**src/rtl/sram_burst_initiator.sv**
```systemverilog
// Burst initiator for a single-port SRAM macro (1-cycle read latency).
// Sequences write/read bursts and buffers read beats in a 2-entry FIFO.
module sram_burst_initiator #(
    parameter int AW   = 9,
    parameter int DW   = 16,
    parameter int LENW = 4
) (
    input  logic            clk,
    input  logic            rst,
    input  logic            req_valid,
    output logic            req_ready,
    input  logic            req_write,
    input  logic [AW-1:0]   req_addr,
    input  logic [LENW-1:0] req_len,
    input  logic            wdata_valid,
    output logic            wdata_ready,
    input  logic [DW-1:0]   wdata,
    output logic            rdata_valid,
    input  logic            rdata_ready,
    output logic [DW-1:0]   rdata,
    output logic            rdata_last,
    output logic            busy,
    output logic [AW-1:0]   sram_adr,
    output logic [DW-1:0]   sram_d,
    output logic            sram_we,
    output logic            sram_me,
    input  logic [DW-1:0]   sram_q,
    output logic [1:0]      state_dbg
);

    // Handshakes: a transfer happens on a rising edge where valid && ready are both high;
    // valid never waits on ready, and ready may depend on state only.
    typedef enum logic [1:0] {
        IDLE  = 2'd0,
        WRITE = 2'd1,
        READ  = 2'd2
    } state_t;

    state_t          state, state_nxt;
    logic [AW-1:0]   cur_addr;
    logic [LENW:0]   beats_left;
    logic            inflight;
    logic            inflight_last;
    logic [DW-1:0]   buf_data [2];
    logic [1:0]      buf_last;
    logic            wr_ptr;
    logic            rd_ptr;
    logic [1:0]      occ;

    logic            accept;
    logic            wr_beat;
    logic            issue;
    logic            pop;
    logic            push;
    logic [2:0]      pending;

    assign state_dbg = state;

    // occ + inflight - pop < 2, rearranged so it never goes negative
    assign pending = {1'b0, occ} + {2'b00, inflight};

    always_comb begin
        accept      = 1'b0;
        wr_beat     = 1'b0;
        issue       = 1'b0;
        pop         = 1'b0;
        push        = inflight;
        state_nxt   = state;
        req_ready   = 1'b0;
        wdata_ready = 1'b0;
        if (!rst) begin
            req_ready   = (state == IDLE);
            wdata_ready = (state == WRITE);
            accept      = (state == IDLE) && req_valid;
            wr_beat     = (state == WRITE) && wdata_valid;
            pop         = (state == READ) && (occ != 2'd0) && rdata_ready;
            issue       = (state == READ) && (beats_left != '0) &&
                          (pending < (3'd2 + {2'b00, pop}));
        end
        case (state)
            IDLE:  if (accept) state_nxt = req_write ? WRITE : READ;
            WRITE: if (wr_beat && beats_left == {{LENW{1'b0}}, 1'b1}) state_nxt = IDLE;
            READ:  if (pop && buf_last[rd_ptr]) state_nxt = IDLE;
            default: state_nxt = IDLE;
        endcase
    end

    assign rdata_valid = !rst && (occ != 2'd0);
    assign rdata       = buf_data[rd_ptr];
    assign rdata_last  = rdata_valid && buf_last[rd_ptr];
    assign busy        = !rst && (state != IDLE);
    assign sram_adr    = cur_addr;
    assign sram_d      = wdata;
    assign sram_me     = wr_beat || issue;
    assign sram_we     = wr_beat;

    always_ff @(posedge clk) begin
        if (rst) begin
            state         <= IDLE;
            cur_addr      <= '0;
            beats_left    <= '0;
            inflight      <= 1'b0;
            inflight_last <= 1'b0;
            occ           <= 2'd0;
            wr_ptr        <= 1'b0;
            rd_ptr        <= 1'b0;
        end else begin
            state <= state_nxt;
            if (accept) begin
                cur_addr   <= req_addr;
                beats_left <= {1'b0, req_len} + {{LENW{1'b0}}, 1'b1};
            end else if (wr_beat || issue) begin
                // wraps naturally modulo 2**AW
                cur_addr   <= cur_addr + {{(AW-1){1'b0}}, 1'b1};
                beats_left <= beats_left - {{LENW{1'b0}}, 1'b1};
            end
            inflight      <= issue;
            inflight_last <= issue && (beats_left == {{LENW{1'b0}}, 1'b1});
            if (push) wr_ptr <= ~wr_ptr;
            if (pop)  rd_ptr <= ~rd_ptr;
            case ({push, pop})
                2'b10:   occ <= occ + 2'd1;
                2'b01:   occ <= occ - 2'd1;
                default: occ <= occ;
            endcase
        end
    end

    // Buffer storage needs no reset; occ alone decides what is valid.
    always_ff @(posedge clk) begin
        if (!rst && push) begin
            buf_data[wr_ptr] <= sram_q;
            buf_last[wr_ptr] <= inflight_last;
        end
    end

endmodule

```
**config.mk**
```make
export PLATFORM = sky130hd
export DESIGN_NAME = sram_burst_initiator
export DESIGN_NICKNAME = d
export VERILOG_FILES = /design/src/rtl/sram_burst_initiator.sv
export SDC_FILE = /design/constraint.sdc
export NUM_CORES = 1
export LEC_CHECK = 0
export CORE_MARGIN = 10
export CORE_UTILIZATION = 40
export CTS_BUF_LIST = sky130_fd_sc_hd__clkbuf_16
export CTS_CLUSTER_DIAMETER = 150
export DETAILED_ROUTE_END_ITERATION = 8
export PLACE_DENSITY = 0.82
export SLEW_MARGIN = 20
export SYNTH_ARGS = -nofsm -noshare
export SYNTH_HDL_FRONTEND = slang
export SYNTH_SLANG_ARGS = --single-unit
```
**constraint.sdc**
```tcl
create_clock -name clk -period 2.59 [get_ports clk]
set_input_delay 0.518 -clock clk [delete_from_list [all_inputs] [get_ports clk]]
set_output_delay 0.518 -clock clk [all_outputs]
set_load 0.005 [all_outputs]
```
==> impl_metrics.env <==
export IMPL_endpoint_kind="output port"
export IMPL_wirelength_mm=6.122
export IMPL_power_total_mw=2.468
export IMPL_clkTransAtPathRegs_ns=0.05
export IMPL_combPwrFrac=0.094
export IMPL_final_min_clock_period_ns=2.501
export IMPL_r2r_end="sram_adr[5]"
export IMPL_dr_pass1_iters=4
export IMPL_synth_nets=278
export IMPL_outcome="complete, no violations"
export IMPL_grt_pass1_wl_mm=9.867
export IMPL_skew_ns=0.004158
export IMPL_rr_startpoint="occ[0]"
export IMPL_ys_seq_area_frac=0.5598
export IMPL_antennaDiodeCount=0
export IMPL_synth_distinct_cells=39
export IMPL_core_area_um2=6386
export IMPL_worst_pin_slew_ns=0.5545
export IMPL_ff2ff_setup_slack_ns=0.32
export IMPL_antenna_found_initial=0
export IMPL_arrival_ns=1.98
export IMPL_setup_viol=0
export IMPL_syn_area_um2=2646
export IMPL_wire_per_inst_um=16.55
export IMPL_async_flop_share=0
export IMPL_dp_hpwl_mm=4.499
export IMPL_hp_start="inflight_last"
export IMPL_drc=0
export IMPL_io_pins=101
export IMPL_cts_buffer_depth=2
export IMPL_rsz0062_at_grt="false"
export IMPL_grt_overflow=0
export IMPL_final_area_um2=3742
export IMPL_area_growth_pct=41.42
export IMPL_start_util=0.4144
export IMPL_die_area_um2=10270
export IMPL_route_vias_total=1905
export IMPL_cp_max_fo=22
export IMPL_gp_congestion=0.8336
export IMPL_cp_data_required_time_ns=2.07
export IMPL_hold_buffers=0
export IMPL_power_switching_share=0.2087
export IMPL_finalHoldViolations=0
export IMPL_postPlaceCellArea_um2=3397
export IMPL_cts_root_buf="clkbuf_16"
export IMPL_hold_path_cell_count=0
export IMPL_r2r_cells=7
export IMPL_clkPwrFrac=0.494
export IMPL_yosys_warnings=0
export IMPL_worstHoldEndpoint="buf_last[1]"
export IMPL_period_share=0.9654
export IMPL_drt_iter0_drc=33
export IMPL_clk_latency_ns=0.31
export IMPL_track_usage=0.1212
export IMPL_power_density_nw_per_um2=659.5
export IMPL_slew_headroom=0.6290
export IMPL_synth_edf_count=34
export IMPL_cts_sinks=57
export IMPL_p_seq_frac=0.412
export IMPL_nNetsFinal=347
export IMPL_drive_gt1_frac=0.1775
export IMPL_grt_max_degree=26
export IMPL_setup_tns_ns=0
export IMPL_cts_tree="done"
export IMPL_grt_pass1_vias=2061
export IMPL_synthCells=219
export IMPL_io_buffers=68
export IMPL_slew_viol_final=0
export IMPL_die_h_um=101.3
export IMPL_synth_seq_cells=57
export IMPL_crit_type="in -> out"
export IMPL_worst_hold_path_type="reg -> reg"
export IMPL_p_switching_mw=0.5151
export IMPL_ir_drop_mv=0.3986
export IMPL_final_core_util=0.5860
export IMPL_routed_via_density=5.149
export IMPL_timing_fmax_mhz=399.9
export IMPL_power_leakage_nw=1.315
export IMPL_p_int_mw=1.953
export IMPL_holdWs_ns=0.4303
export IMPL_synth_ff_type="edfxtp_1"
export IMPL_rows=29
export IMPL_cap_violations=0
export IMPL_die_w_um=101.3
export IMPL_critPathLaunchType="input pin"
export IMPL_cts_htree_levels=3
export IMPL_avgSynthCellArea_um2=12.08
export IMPL_postRouteAntennaNets=0
export IMPL_cts_buffers=9
## worst max-delay path by stage
stage	startpoint	endpoint	slack (ns)	depth (start not counted)
6_report	rst	rdata_last	0.09	4
5_1_grt	rst	rdata_last	0.04	4
4_1_cts	rst	rdata_last	0.08	4
3_5_place_dp	rst	sram_me	-0.18	6
3_3_place_gp	rst	sram_me	-0.12	6
2_1_floorplan	rst	buf_data[0][0]	0.07	3
## layer usage
| metal | up-vias | GRT usage | share of wire |
|---|---|---|---|
| met5 | - | 0 | 0 |
| met4 | 0 | 0.06538 | 0.019 |
| met3 | 14 | 0.04561 | 0.068 |
| met2 | 59 | 0.1958 | 0.49 |
| met1 | 893 | 0.1358 | 0.42 |
| li1 | 939 | - | - |
## metrics by stage
stage	setup slack [ns]	cells
6_report	0.08950	370
5_1_grt	0.03967	370
4_1_cts	0.07542	370
3_5_place_dp	-0.1813	354
3_3_place_gp	-0.1196	354
2_1_floorplan	0.06952	219
## worst max-delay path, cell delays in order
cell and delay (ns):
clkdlybuf4s50_1 0.47, buf_6 0.21, nor3_2 0.24, clkdlybuf4s50_1 0.54
## flip-flops by register name, summed over array words and instances, names as in the netlist, named ones only
name,flops
state_dbg,2
inflight,1
occ,2
inflight_last,1
rd_ptr,1
sram_adr,9
wr_ptr,1
buf_data,32
buf_last,2
beats_left,5
## final cells by class
cell class / instances / area [um2]
clock inverter: 7 / 85.08
inverter: 5 / 18.77
multi-input combinational: 134 / 1042
tap: 77 / 96.34
timing repair buffer: 81 / 793.3
sequential: 57 / 1481
fill: 537 / 2644
clock buffer: 9 / 225.2
## what timing repair did
action	4_1_cts	5_1_grt
setup endpoints to repair	1	1
buffers inserted	0	0
resized for setup	5	2
pin swaps	1	0
## cell usage in the layout (no fill, tap or decap), types with 2 or more instances in the layout
cell type / count
or3_1: 5
inv_1: 5
and3_1: 2
nand2b_1: 2
xnor2_1: 5
a311oi_1: 4
mux2_2: 16
a21oi_1: 5
or4_1: 2
nor3_1: 4
ha_1: 8
a211oi_1: 7
nand3_1: 9
buf_4: 11
clkinv_1: 2
edfxtp_1: 34
clkbuf_16: 9
dfxtp_1: 23
nor3_2: 3
nor2_1: 18
clkinv_2: 2
nand4_1: 2
clkdlybuf4s50_1: 67
xor2_1: 9
bufinv_16: 2
nand2_1: 8
and4_1: 2
o21ai_0: 7
## Yosys cell counts (all sizes together) (2+ instances only)
cell,number,area share
inv,5,0.0071
edfxtp,34,0.39
nand4,2,0.0047
nand3,9,0.017
clkbuf,5,0.0071
ha,8,0.038
or3,5,0.012
nor3b,2,0.0057
a211oi,7,0.020
buf,18,0.048
and3,2,0.0047
or4,2,0.0057
nand2,9,0.016
nand2b,2,0.0047
nor3,7,0.013
and4,2,0.0066
a21oi,5,0.0095
mux2,16,0.068
xnor2,5,0.017
o21ai,7,0.013
nor2,18,0.026
a311oi,4,0.013
xor2,9,0.030
dfxtp,23,0.17
## power by group through the flow
stage / Combinational, mW / Sequential, mW / Clock (mW)
after global placement: 0.221 / 1.03 / 0
after floorplan: 0.112 / 1.03 / 0
final: 0.231 / 1.02 / 1.22
after global routing: 0.255 / 1.02 / 1.28
after CTS: 0.234 / 1.02 / 1.24
after detailed placement: 0.228 / 1.03 / 0
## logic make-up after synthesis
group                      Yosys count  synth area share
muxes                               17           0.07187
DFF                                 57            0.5598
buffers and inverters               28           0.06242
xor gates and xnor gates            14           0.04634
adders and majority gates            8           0.03783
and+or+nand+nor                     66            0.1352
AOI/OAI and AO/OA                   29           0.08653
Note: power is estimated with default switching activity, not from simulation.
